**src/rtl/bcp_assign_ctrl.sv**
```systemverilog
// bcp_assign_ctrl: assignment controller for the hardware BCP engine.
// Takes a batch of implied literals over NVAR variable slots, walks them
// through an external combinational priority encoder (highest slot first),
// commits one assignment per cycle, flags conflicts and keeps a trail
// stack so backtracking can undo committed variables.
//
// Optional feature macro: BCP_TRAIL_EN (trail stack + backtrack). When it is
// undefined there is no trail storage, trail_cnt is 0 and bt_req is ignored.
//
// Ports:
//   clock, reset_n        rising-edge clock, async active-low reset
//   clr                   synchronous clear of everything (highest priority)
//   imp_valid/imp_ready   implication batch handshake (ready only in IDLE)
//   imp_req, imp_pol      implied variables and their values
//   pe_en, pe_in, pe_out  encoder enable, pending vector, encoded index
//   asg_set, asg_val      per-variable assigned flag and value
//   asg_valid, asg_idx    commit pulse and committed index
//   conflict, conf_idx    sticky conflict flag and offending variable
//   done                  batch completed without conflict (pulse)
//   bt_req, trail_cnt     backtrack pop request, trail occupancy
module bcp_assign_ctrl #(
    parameter int unsigned NVAR = 8,
    parameter int unsigned IDXW = 3
) (
    input  logic            clock,
    input  logic            reset_n,
    input  logic            clr,
    input  logic            imp_valid,
    output logic            imp_ready,
    input  logic [NVAR-1:0] imp_req,
    input  logic [NVAR-1:0] imp_pol,
    output logic            pe_en,
    output logic [NVAR-1:0] pe_in,
    input  logic [IDXW-1:0] pe_out,
    output logic [NVAR-1:0] asg_set,
    output logic [NVAR-1:0] asg_val,
    output logic            asg_valid,
    output logic [IDXW-1:0] asg_idx,
    output logic            conflict,
    output logic [IDXW-1:0] conf_idx,
    output logic            done,
    input  logic            bt_req,
    output logic [IDXW:0]   trail_cnt
);

    localparam int unsigned CNTW = IDXW + 1;

    typedef enum logic [1:0] {
        ST_IDLE     = 2'd0,
        ST_SCAN     = 2'd1,
        ST_CONFLICT = 2'd2
    } state_e;

    state_e            state_q, state_d;
    logic [NVAR-1:0]   pending_q, pending_d;
    logic [NVAR-1:0]   pol_q, pol_d;
    logic [NVAR-1:0]   asg_set_q, asg_set_d;
    logic [NVAR-1:0]   asg_val_q, asg_val_d;
    logic              asg_valid_q, asg_valid_d;
    logic [IDXW-1:0]   asg_idx_q, asg_idx_d;
    logic              conflict_q, conflict_d;
    logic [IDXW-1:0]   conf_idx_q, conf_idx_d;
    logic              done_q, done_d;
    logic              imp_ready_q, imp_ready_d;
    logic              pe_en_q, pe_en_d;
    logic              push_c;
    logic              pop_c;
    logic              bt_en_c;

`ifdef BCP_TRAIL_EN
    logic [IDXW-1:0]   trail_q [NVAR];
    logic [IDXW-1:0]   trail_d [NVAR];
    logic [CNTW-1:0]   trail_cnt_q, trail_cnt_d;

    assign bt_en_c   = bt_req;
    assign trail_cnt = trail_cnt_q;
`else
    logic bt_req_unused;
    logic push_unused;
    logic pop_unused;

    assign bt_req_unused = bt_req;
    assign push_unused   = push_c;
    assign pop_unused    = pop_c;
    assign bt_en_c       = 1'b0;
    assign trail_cnt     = CNTW'(0);
`endif

    // State register and all registered outputs
    always_ff @(posedge clock or negedge reset_n) begin
        if (!reset_n) begin
            state_q     <= ST_IDLE;
            pending_q   <= '0;
            pol_q       <= '0;
            asg_set_q   <= '0;
            asg_val_q   <= '0;
            asg_valid_q <= 1'b0;
            asg_idx_q   <= '0;
            conflict_q  <= 1'b0;
            conf_idx_q  <= '0;
            done_q      <= 1'b0;
            imp_ready_q <= 1'b1;
            pe_en_q     <= 1'b0;
`ifdef BCP_TRAIL_EN
            trail_cnt_q <= '0;
            for (int unsigned i = 0; i < NVAR; i++) trail_q[i] <= '0;
`endif
        end else begin
            state_q     <= state_d;
            pending_q   <= pending_d;
            pol_q       <= pol_d;
            asg_set_q   <= asg_set_d;
            asg_val_q   <= asg_val_d;
            asg_valid_q <= asg_valid_d;
            asg_idx_q   <= asg_idx_d;
            conflict_q  <= conflict_d;
            conf_idx_q  <= conf_idx_d;
            done_q      <= done_d;
            imp_ready_q <= imp_ready_d;
            pe_en_q     <= pe_en_d;
`ifdef BCP_TRAIL_EN
            trail_cnt_q <= trail_cnt_d;
            trail_q     <= trail_d;
`endif
        end
    end

    // Next-state, commit/conflict decisions and trail bookkeeping
    always_comb begin
        state_d     = state_q;
        pending_d   = pending_q;
        pol_d       = pol_q;
        asg_set_d   = asg_set_q;
        asg_val_d   = asg_val_q;
        asg_valid_d = 1'b0;
        asg_idx_d   = asg_idx_q;
        conflict_d  = conflict_q;
        conf_idx_d  = conf_idx_q;
        done_d      = 1'b0;
        push_c      = 1'b0;
        pop_c       = 1'b0;
`ifdef BCP_TRAIL_EN
        trail_d     = trail_q;
        trail_cnt_d = trail_cnt_q;
`endif

        unique case (state_q)
            ST_IDLE: begin
                if (imp_valid) begin
                    pending_d = imp_req;
                    pol_d     = imp_pol;
                    state_d   = ST_SCAN;
                end
                pop_c = bt_en_c;
            end
            ST_SCAN: begin
                if (pending_q == '0) begin
                    done_d  = 1'b1;
                    state_d = ST_IDLE;
                end else if (asg_set_q[pe_out]) begin
                    if (asg_val_q[pe_out] != pol_q[pe_out]) begin
                        conflict_d = 1'b1;
                        conf_idx_d = pe_out;
                        pending_d  = '0;
                        state_d    = ST_CONFLICT;
                    end else begin
                        // Same value already assigned: drop it silently
                        pending_d[pe_out] = 1'b0;
                    end
                end else begin
                    asg_set_d[pe_out] = 1'b1;
                    asg_val_d[pe_out] = pol_q[pe_out];
                    asg_valid_d       = 1'b1;
                    asg_idx_d         = pe_out;
                    pending_d[pe_out] = 1'b0;
                    push_c            = 1'b1;
                end
            end
            ST_CONFLICT: begin
                if (bt_en_c) begin
                    pop_c      = 1'b1;
                    conflict_d = 1'b0;
                    state_d    = ST_IDLE;
                end
            end
            default: state_d = ST_IDLE;
        endcase

`ifdef BCP_TRAIL_EN
        // Push and pop never coincide: pushes happen only in SCAN
        if (push_c) begin
            trail_d[trail_cnt_q[IDXW-1:0]] = pe_out;
            trail_cnt_d = trail_cnt_q + CNTW'(1);
        end
        if (pop_c && (trail_cnt_q != '0)) begin
            asg_set_d[trail_q[IDXW'(trail_cnt_q - CNTW'(1))]] = 1'b0;
            trail_cnt_d = trail_cnt_q - CNTW'(1);
        end
`endif

        if (clr) begin
            state_d     = ST_IDLE;
            pending_d   = '0;
            pol_d       = '0;
            asg_set_d   = '0;
            asg_val_d   = '0;
            asg_valid_d = 1'b0;
            asg_idx_d   = '0;
            conflict_d  = 1'b0;
            conf_idx_d  = '0;
            done_d      = 1'b0;
`ifdef BCP_TRAIL_EN
            trail_cnt_d = '0;
            for (int unsigned i = 0; i < NVAR; i++) trail_d[i] = '0;
`endif
        end

        imp_ready_d = (state_d == ST_IDLE);
        pe_en_d     = (state_d == ST_SCAN);
    end

    assign imp_ready = imp_ready_q;
    assign pe_en     = pe_en_q;
    assign pe_in     = pending_q;
    assign asg_set   = asg_set_q;
    assign asg_val   = asg_val_q;
    assign asg_valid = asg_valid_q;
    assign asg_idx   = asg_idx_q;
    assign conflict  = conflict_q;
    assign conf_idx  = conf_idx_q;
    assign done      = done_q;

endmodule
```
**config.mk**
```make
export PLATFORM = sky130hd
export DESIGN_NAME = bcp_assign_ctrl
export DESIGN_NICKNAME = d
export VERILOG_FILES = /design/src/rtl/bcp_assign_ctrl.sv
export SDC_FILE = /design/constraint.sdc
export NUM_CORES = 1
export LEC_CHECK = 0
export ABC_AREA = 1
export BUFFER_PORTS_ARGS = -buffer_cell sky130_fd_sc_hd__buf_2
export CORE_MARGIN = 10
export CORE_UTILIZATION = 48
export DETAILED_ROUTE_END_ITERATION = 12
export PLACE_DENSITY_LB_ADDON = 0.15
export SLEW_MARGIN = 20
export SYNTH_ARGS = -nofsm -noshare
export SYNTH_HDL_FRONTEND = slang
export SYNTH_SLANG_ARGS = --single-unit
```
**constraint.sdc**
```tcl
create_clock -name clock -period 1.4 [get_ports clock]
set_input_delay 0.21 -clock clock [delete_from_list [all_inputs] [get_ports clock]]
set_output_delay 0.21 -clock clock [all_outputs]
set_load 0.05 [all_outputs]
```
=== Word level (Yosys, flattened, before mapping) ===
Index checks and enable logic that the tools add are counted.

* Output and inout bits: 39
* Input bits: 24
* Word-level logic and storage cells: 92
* Register bits: 45

* $lt $le $gt $ge: 2
* Equal/unequal tests: 8
* Reduce and logical (&&, ||, !) cells: 14
* Multiplexer cells: 53
* Bitwise operators: 3

{| class="wikitable"
|+ Operator list
! operator !! count
|-
| 2-to-1 mux 8 bit || 16
|-
| 2-to-1 mux 3 bit || 9
|-
| 2-to-1 mux 1 bit || 16
|-
| case mux 8 bit (2 select lines) || 1
|-
| 2-to-1 mux 2 bit || 5
|-
| nonzero test 2 bit || 5
|-
| binary-select mux 1 bit (select 3 bit) || 3
|-
| AND 8 bit || 1
|-
| bitwise mux 8 bit || 1
|-
| logical NOT 8 bit || 1
|-
| NOT 8 bit || 1
|-
| bitwise OR 8 bit || 1
|-
| inequality test 3 bit, second input constant || 2
|-
| case mux 2 bit (3 select lines) || 1
|-
| AND reduction 3 bit || 2
|-
| equality test 2 x 1 -> 1 bit, second input constant || 2
|-
| logical NOT 2 bit || 2
|-
| < comparator 3 x 4 -> 1 bit, second input constant || 1
|-
| inequality test 2 bit, second input constant || 2
|-
| AND reduction 4 bit || 1
|-
| demux 1 bit (select 3 bit) || 1
|-
| >= comparator 3 x 1 -> 1 bit, second input constant || 1
|-
| nonzero test 3 bit || 1
|-
| equality test 2 bit, second input constant || 1
|-
| 3 further kinds || 3
|}

=== Longest topological paths before layout ===
Gate-level depths: netlist (run 1).

* Word-level depth: 11
* Gate-level depth with buffers: 14
* Mapped depth without buffers: 12

=== Least setup slack after synthesis (run 1) ===
Ideal clock, no wire load.

* Kind: register -> register
* Start: reg pending_q[0] (netlist: pe_in[0])
* End: reg asg_val_q[1] (netlist: asg_val[1])
* Buffers on the path: 1
* Stages on the path, launching flop included: 11
* Data arrival time: 1684 ps
* Data required time: 1281 ps
* Slack: -403 ps
* Library setup time: 119 ps
* Clock period less this slack: 1803 ps
* Path through: dfrtp_1 inv_1 nand3_1 nor2_1 nor2_8 inv_2 o21ai_4 buf_6 o21ai_1 nand2_1 nand2_1

* Cells in the longest elaborated chain, start to end: 3

{| class="wikitable"
|+ Ends and longest elaborated chain
! element !! line !! text
|-
| start, declared || 55 || <nowiki>logic [NVAR-1:0] pending_q, pending_d;</nowiki>
|-
| start signal, assigned || 110 || <nowiki>pending_q <= pending_d;</nowiki>
|-
| logical NOT 8 bit || 157 || <nowiki>if (pending_q == '0) begin</nowiki>
|-
| inequality test 2 bit (no line) || -- ||
|-
| AND reduction 3 bit (no line) || -- ||
|-
| end signal, assigned || 113 || <nowiki>asg_val_q <= asg_val_d;</nowiki>
|-
| end, declared || 58 || <nowiki>logic [NVAR-1:0] asg_val_q, asg_val_d;</nowiki>
|}

No other way between the ends.
A chain may end at the register's enable or synchronous reset.

=== Final worst setup path (run 1) ===
* Start: reg pending_q[2] (netlist: pe_in[2])
* End: reg conflict_q (netlist: conflict)

* Cells in the longest elaborated chain, start to end: 3

{| class="wikitable"
|+ Ends and longest elaborated chain
! element !! line !! text
|-
| logical NOT 8 bit || 157 ||
|-
| inequality test 2 bit (no line) || -- ||
|-
| AND reduction 4 bit (no line) || -- ||
|-
| end signal, assigned || 116 || <nowiki>conflict_q <= conflict_d;</nowiki>
|-
| end, declared || 61 || <nowiki>logic conflict_q, conflict_d;</nowiki>
|}

No other way between the ends.

==> summary.md, run 1 <==
| Metric | Value |
|---|---|
| Outcome | `finished, violations left` |
| Failing checks | `setup timing` |
| Worst EP arrival | `1750 ps` |
| Slew Limit Fails | `0` |
| Reg clk slew, reported paths | `80 ps` |
| DRT Pass-1 Iters | `4` |
| Layout cells sized above 1 | `51.80%` |
| Die Y | `93.53 µm` |
| Multi-input gate area | `0.001375 mm²` |
| CP startpoint | `pe_in[2]` |
| RD Place Congestion | `0.8808` |
| Pint | `2.470 mW` |
| FF-to-FF setup slack | `-160 ps` |
| Global Route Usage Sum | `16.82%` |
| Die area | `0.008747 mm²` |
| Hold Worst Slack | `149.6 ps` |
| Final hold viol count | `0` |
| PortBufs | `57` |
| Vias in the first global route | `2542` |
| Fmax | `642.4 MHz` |
| Row Count | `26` |
| Htree depth | `2` |
| Worst-Skew Late Latency | `300 ps` |
| Placed Area | `0.003422 mm²` |
| RSZ-0062 raised after global routing | `yes` |
| Min Tclk post-route | `1557 ps` |
| Vias per cell | `4.873` |
| Synth async-reset ratio | `100.0%` |
| Max-cap viol count | `0` |
| Hold/Removal Path Class | `in -> reg` |
| First DRT Iteration DRCs | `118` |
| Final Util | `75.11%` |
| Die extent in x | `93.53 µm` |
| CTS tree | `yes` |
| Root Buffer | `clkbuf_8` |
| Clk buf depth | `2` |
| FILL cells | `398` |
| Worst Hold Depth | `3` |
| Yosys cell types | `32` |
| Core area | `0.005172 mm²` |
| Hpwl dp | `5437 µm` |
| Reg2reg start | `pe_in[2]` |
| Critical Path Source Type | `register` |
| Synth Cell Area | `0.002595 mm²` |
| Clk sinks | `45` |
| Reg power frac | `37.0%` |
| Hold_sp | `imp_pol[0]` |
| Synth top cells by count | `nand2_1 (92), nor2_1 (50), inv_1 (47), dfrtp_1 (44), nand3_1 (36)` |
| Dominant cells by area after synthesis | `dfrtp_1 (42%), nand2_1 (13%), nor2_1 (7.2%)` |
| Total grt overflow | `0` |
| Comb power frac | `40.5%` |
| Seq/Total Area, Yosys | `43.44%` |
| Synth warn | `0` |
| WL final | `7615 µm` |
| Number of synthesized register bits | `45` |
| Initial antenna violation count | `0` |
| Switching pwr | `1.519 mW` |
| First-pass GRT wire length | `12010 µm` |
| Total CTS buffers | `5` |
| Largest net degree at the start of global routing | `46` |
| CP Class | `reg -> reg` |
| Syn-to-layout area delta | `49.71%` |
| Clock share of power | `22.5%` |
| Synth top area share | `42.43%` |
| Leakage | `2.082 nW` |
| Final #Nets | `496` |
| Antenna diodes | `0` |
| Count of final setup violators | `34` |
| Vias | `2646` |
| Fin crit share | `111.2%` |
| Worst VDD drop | `761.7 µV` |
| DR DRC count | `0` |
| Crit-path max FO | `6` |
| Post-route ant nets | `0` |
| Worst setup margin | `-156.5 ps` |
| Sw Share | `38.08%` |
| Post-Syn Instances | `348` |
| Pwr dens | `1027 mW/mm²` |
| Setup Skew | `4.185 ps` |
| Cell area after layout | `0.003885 mm²` |
| Routed wire per std cell | `14.02 µm` |
| Most frequent cell after synthesis | `nand2_1` |
| Top Ports | `63` |
| Initial core utilization | `50.17%` |
| Mean Syn Cell Area | `7.457 µm²` |
| CP required | `1590 ps` |
| EDFF count, synth | `0` |
| Critical Path Sink Type | `register` |
| Post-synth top flop | `dfrtp_1` |
| Cell taking the most area after synthesis | `dfrtp_1` |
| Register area | `0.001159 mm²` |
| Worst-case reg-to-reg path depth | `9` |
## registers in the layout (all words and copies together) (netlist names), 2 cells and up
name / count
asg_idx: 3
asg_set: 8
pe_in: 8
state_q: 2
asg_val: 8
pol_q: 8
conf_idx: 3
## what timing repair did
action / 4_1_cts / 5_1_grt
cloned: 2 / 0
resized for setup: 27 / 40
setup endpoints to repair: 35 / 38
setup buffers: 3 / 6
hold endpoints to repair: 44 / 0
hold buffers: 1 / 0
pin swaps: 10 / 23
## metal layers
layer	part of all wire, %	wire length, µm	vias to the layer above	global-route usage [%]
li1	-	-	1315	-
met1	44	3335	1264	21.31
met2	50	3840	60	28.07
met3	4.9	372	7	3.517
met4	0.87	66	0	4.884
met5	0	0	-	0
## power by group through the flow
stage	clock, mW	combinational (mW)	sequential [mW]
floorplan	0	0.596	1.79
global placement	0	1.36	1.48
detailed placement	0	1.37	1.49
CTS	0.911	1.51	1.46
global route	0.971	1.74	1.48
finish	0.897	1.62	1.48
## kinds of logic (layout without fill, tap and decap cells)
| kind of cell | after synthesis | in the layout | synth area share [%] |
|---|---|---|---|
| AOI/OAI and AO/OA | 35 | 35 | 8.728 |
| DFF | 45 | 45 | 43.44 |
| buffers and inverters | 71 | 192 | 13.31 |
| other | 1 | 4 | 0.1445 |
| and+or+nand+nor | 196 | 197 | 34.38 |
## through the flow
step / power, mW / cells / worst slack, ps / TNS, ps
final: 3.989 / 543 / -156.5 / -3467
after global routing: 4.197 / 543 / -239.1 / -6279
after CTS: 3.885 / 538 / -135.0 / -3048
after detailed placement: 2.858 / 524 / -275.9 / -8152
after global placement: 2.842 / 524 / -261.2 / -7257
after floorplan: 2.382 / 351 / -197.9 / -3745
## worst paths after layout
check / end
min in group asynchronous: asg_idx[1]
setup reg to reg: conflict
hold reg to reg: conflict
max in group asynchronous: imp_ready
setup / recovery: conflict
hold / removal: pol_q[0]
## layout make-up
| type | count | area share, % |
|---|---|---|
| multi-input combinational | 236 | 35.39 |
| clock buffer | 7 | 2.480 |
| tap | 70 | 2.254 |
| clock inverter | 1 | 0.1288 |
| sequential | 45 | 29.82 |
| timing repair buffer | 128 | 24.12 |
| inverter | 56 | 5.797 |
## critical path: stages, from the launching register on
cell and delay, ps:
dfrtp_2 420, nor2_2 120, nand3_2 110, nor2_4 150, nor2_8 50, buf_6 120
buf_12 120, nand3_4 110, clkinv_4 90, o21a_1 160
## placed cells by master (no fill, tap or decap), types with 6 or more instances in the layout
cell type   n
buf_6       9
dfrtp_1    19
o21ai_0     9
inv_1      42
nand2_1    78
dfrtp_2    25
a21oi_2    15
nand2_2    17
nor2_1     44
clkbuf_8    7
nor2_4      6
nand3_2    13
nand3_1    24
buf_4      56
buf_2      54
buf_12      6
inv_2       8
Note: power is estimated with default switching activity, not from simulation.
==> inputs of run 2 (changes only) <==
--- a/config.mk
+++ b/config.mk
@@ -8,9 +8,10 @@
 export ABC_AREA = 1
 export BUFFER_PORTS_ARGS = -buffer_cell sky130_fd_sc_hd__buf_2
 export CORE_MARGIN = 10
-export CORE_UTILIZATION = 48
+export CORE_UTILIZATION = 50
 export DETAILED_ROUTE_END_ITERATION = 12
 export PLACE_DENSITY_LB_ADDON = 0.15
+export SETUP_SLACK_MARGIN = 0.3
 export SLEW_MARGIN = 20
 export SYNTH_ARGS = -nofsm -noshare
 export SYNTH_HDL_FRONTEND = slang
==> constraint.sdc (replaced) <==
create_clock -name clock -period 2 [get_ports clock]
set_input_delay 0.3 -clock clock [delete_from_list [all_inputs] [get_ports clock]]
set_output_delay 0.3 -clock clock [all_outputs]
set_load 0.01 [all_outputs]
==> run 2 against run 1 <==
  * The run now ends clean
  * Setup slack better by 590 ps
  * Largest cell class unchanged
  * Die area down 3.2%
  * Global-route usage down 1.3 points
  * Largest power group is now registers
  * Highest routed layer unchanged
  * Cell count down 11%
  * Fmax down 0.89%
==> summary.md, run 2 (synthesis gave the netlist of run 1 again) <==
| Metric | Value |
|---|---|
| Outcome | `finished clean (was finished, violations left)` |
| Global Route Usage Sum | `15.56% (was 16.82%)` |
| Initial antenna violation count | `0 (unchanged)` |
| WL final | `6391 µm (was 7615 µm)` |
| Reg clk slew, reported paths | `80 ps (about the same)` |
| First-pass GRT wire length | `10900 µm (was 12010 µm)` |
| Vias per cell | `4.766 (was 4.873)` |
| Fin crit share | `78.53% (was 111.2%)` |
| Root Buffer | `clkbuf_8 (unchanged)` |
| Die Y | `92.04 µm (was 93.53 µm)` |
| Die extent in x | `92.04 µm (was 93.53 µm)` |
| Setup Skew | `9.227 ps (was 4.185 ps)` |
| FILL cells | `492 (was 398)` |
| Total CTS buffers | `5 (unchanged)` |
| First DRT Iteration DRCs | `122 (was 118)` |
| Crit-path max FO | `7 (was 6)` |
| RSZ-0062 raised after global routing | `no (was yes)` |
| Relative slew margins | `61.62%` |
| Commonest non-fill, non-tap cell in the layout | `nand2_1 (unchanged)` |
| Critical Path Source Type | `register (unchanged)` |
| Final hold viol count | `0 (unchanged)` |
| Critical Path Sink Type | `register (unchanged)` |
| Vias | `2302 (was 2646)` |
| Vias in the first global route | `2262 (was 2542)` |
| Clk buf depth | `2 (unchanged)` |
| Least-Margin Pin Slew | `575.7 ps` |
| Total grt overflow | `0 (unchanged)` |
| Leakage | `1.742 nW (was 2.082 nW)` |
| Worst VDD drop | `397.6 µV (was 761.7 µV)` |
| CP required | `2200 ps (was 1590 ps)` |
| Initial core utilization | `51.13% (was 50.17%)` |
| Row Count | `26 (unchanged)` |
| Total Neg Setup Slack | `0 ps (was -3467 ps)` |
| Fmax | `636.7 MHz (was 642.4 MHz)` |
| Final #Nets | `436 (was 496)` |
| Min Tclk post-route | `1571 ps (was 1557 ps)` |
| CTS tree | `yes (unchanged)` |
| Slew Limit Fails | `0 (unchanged)` |
| Layout cells sized above 1 | `26.88% (was 51.80%)` |
| Most frequent cells in the layout | `nand2_1 (92), buf_2 (57), nor2_1 (49) (was nand2_1 (78), buf_4 (56), buf_2 (54))` |
| Cell area after layout | `0.003059 mm² (was 0.003885 mm²)` |
| Pwr dens | `730.9 mW/mm² (was 1027 mW/mm²)` |
| DRT Pass-1 Iters | `4 (unchanged)` |
| Worst EP arrival | `1780 ps (was 1750 ps)` |
| RD Place Congestion | `0.8134 (was 0.8808)` |
| Hpwl dp | `4799 µm (was 5437 µm)` |
| CP Class | `reg -> reg (unchanged)` |
| Syn-to-layout area delta | `17.89% (was 49.71%)` |
| DR DRC count | `0 (unchanged)` |
| Core area | `0.005075 mm² (was 0.005172 mm²)` |
| Hold/Removal Path Class | `in -> async (was in -> reg)` |
| Dpl ws | `134.0 ps (was -275.9 ps)` |
| Top Ports | `63 (unchanged)` |
| Antenna diodes | `0 (unchanged)` |
| Placed Area | `0.002948 mm² (was 0.003422 mm²)` |
| Post-route ant nets | `0 (unchanged)` |
| Htree depth | `2 (unchanged)` |
| Worst-Skew Late Latency | `300 ps (about the same)` |
| Count of final setup violators | `0 (was 34)` |
| Largest net degree at the start of global routing | `46 (unchanged)` |
| Routed wire per std cell | `13.23 µm (was 14.02 µm)` |
| Clk sinks | `45 (unchanged)` |
| Max-cap viol count | `0 (unchanged)` |
| Worst setup margin | `429.4 ps (was -156.5 ps)` |
| Die area | `0.008471 mm² (was 0.008747 mm²)` |
| PortBufs | `57 (unchanged)` |
==> run 2: cell types whose count changed in the layout (fill, tap and decap cells not counted), sizes merged <==
cell | before | now
clkbuf | 9 | 8
clkinv | 3 | 2
nand3 | 40 | 39
dlygate4sd3 | 1 | 0
buf | 125 | 69
==> run 2: worst paths after layout <==
check | startpoint | end | slack, ps | depth (start not counted)
worst min-delay path | reset_n | asg_val[3] | 70 | 2
worst min register to register | conflict | conflict | 490 | 1
min in group clock | imp_pol[6] | pol_q[6] | 230 | 3
worst max-delay path | pe_in[2] | asg_val[1] | 430 | 10
worst max register to register | pe_in[2] | asg_val[1] | 430 | 10
max in group asynchronous | reset_n | state_q[1] | 1490 | 2
==> run 2: metrics by stage <==
| stage | power (mW) | hold WS (ps) | std cells | util [%] |
|---|---|---|---|---|
| 5_1_grt | 2.378 | 120.1 | 483 | 60.28 |
| 4_1_cts | 2.236 | 97.41 | 482 | 59.86 |
| 6_report | 2.236 | 71.39 | 483 | 60.28 |
| 2_1_floorplan | 1.460 | 4.409 | 351 | - |
| 3_3_place_gp | 1.642 | 416.3 | 474 | 58.09 |
| 3_5_place_dp | 1.652 | 424.5 | 474 | 58.09 |
==> run 2: cell type report <==
class	instances	area (µm²)	share of cell area, %
timing repair buffer	69	387.9	12.68
clock buffer	8	90.09	2.945
tap	70	87.58	2.863
multi-input combinational	235	1146	37.46
sequential	45	1129	36.89
inverter	56	219.0	7.157
==> run 2: where the power goes <==
part	internal, mW	switching, mW	total, mW
Combinational	0.223	0.395	0.619
Clock	0.282	0.304	0.586
Sequential	0.982	0.0492	1.03
Total	1.49	0.748	2.24
==> run 2: what timing repair did <==
action,4_1_cts,5_1_grt
setup endpoints to repair,0,23
hold buffers,0,0
gates resized for setup,0,4
setup buffers,0,1
==> run 2: layer usage <==
metal | global-route usage, % | share of wire (%) | up-vias
li1 | - | - | 1194
met1 | 18.96 | 47 | 1056
met2 | 26.18 | 47 | 45
met3 | 4.482 | 4.9 | 7
met4 | 4.242 | 1.1 | 0
met5 | 0 | 0 | -
==> run 2: critical path, cell delays in order (launching register included) <==
cell and delay [ps]:
dfrtp_1 400, nor2_1 70, nand3_1 130, nor2_4 60, nor2_8 140, inv_2 60, o21ai_4 210, buf_4 190
o21ai_1 80, nand2_1 80, nand2_1 40
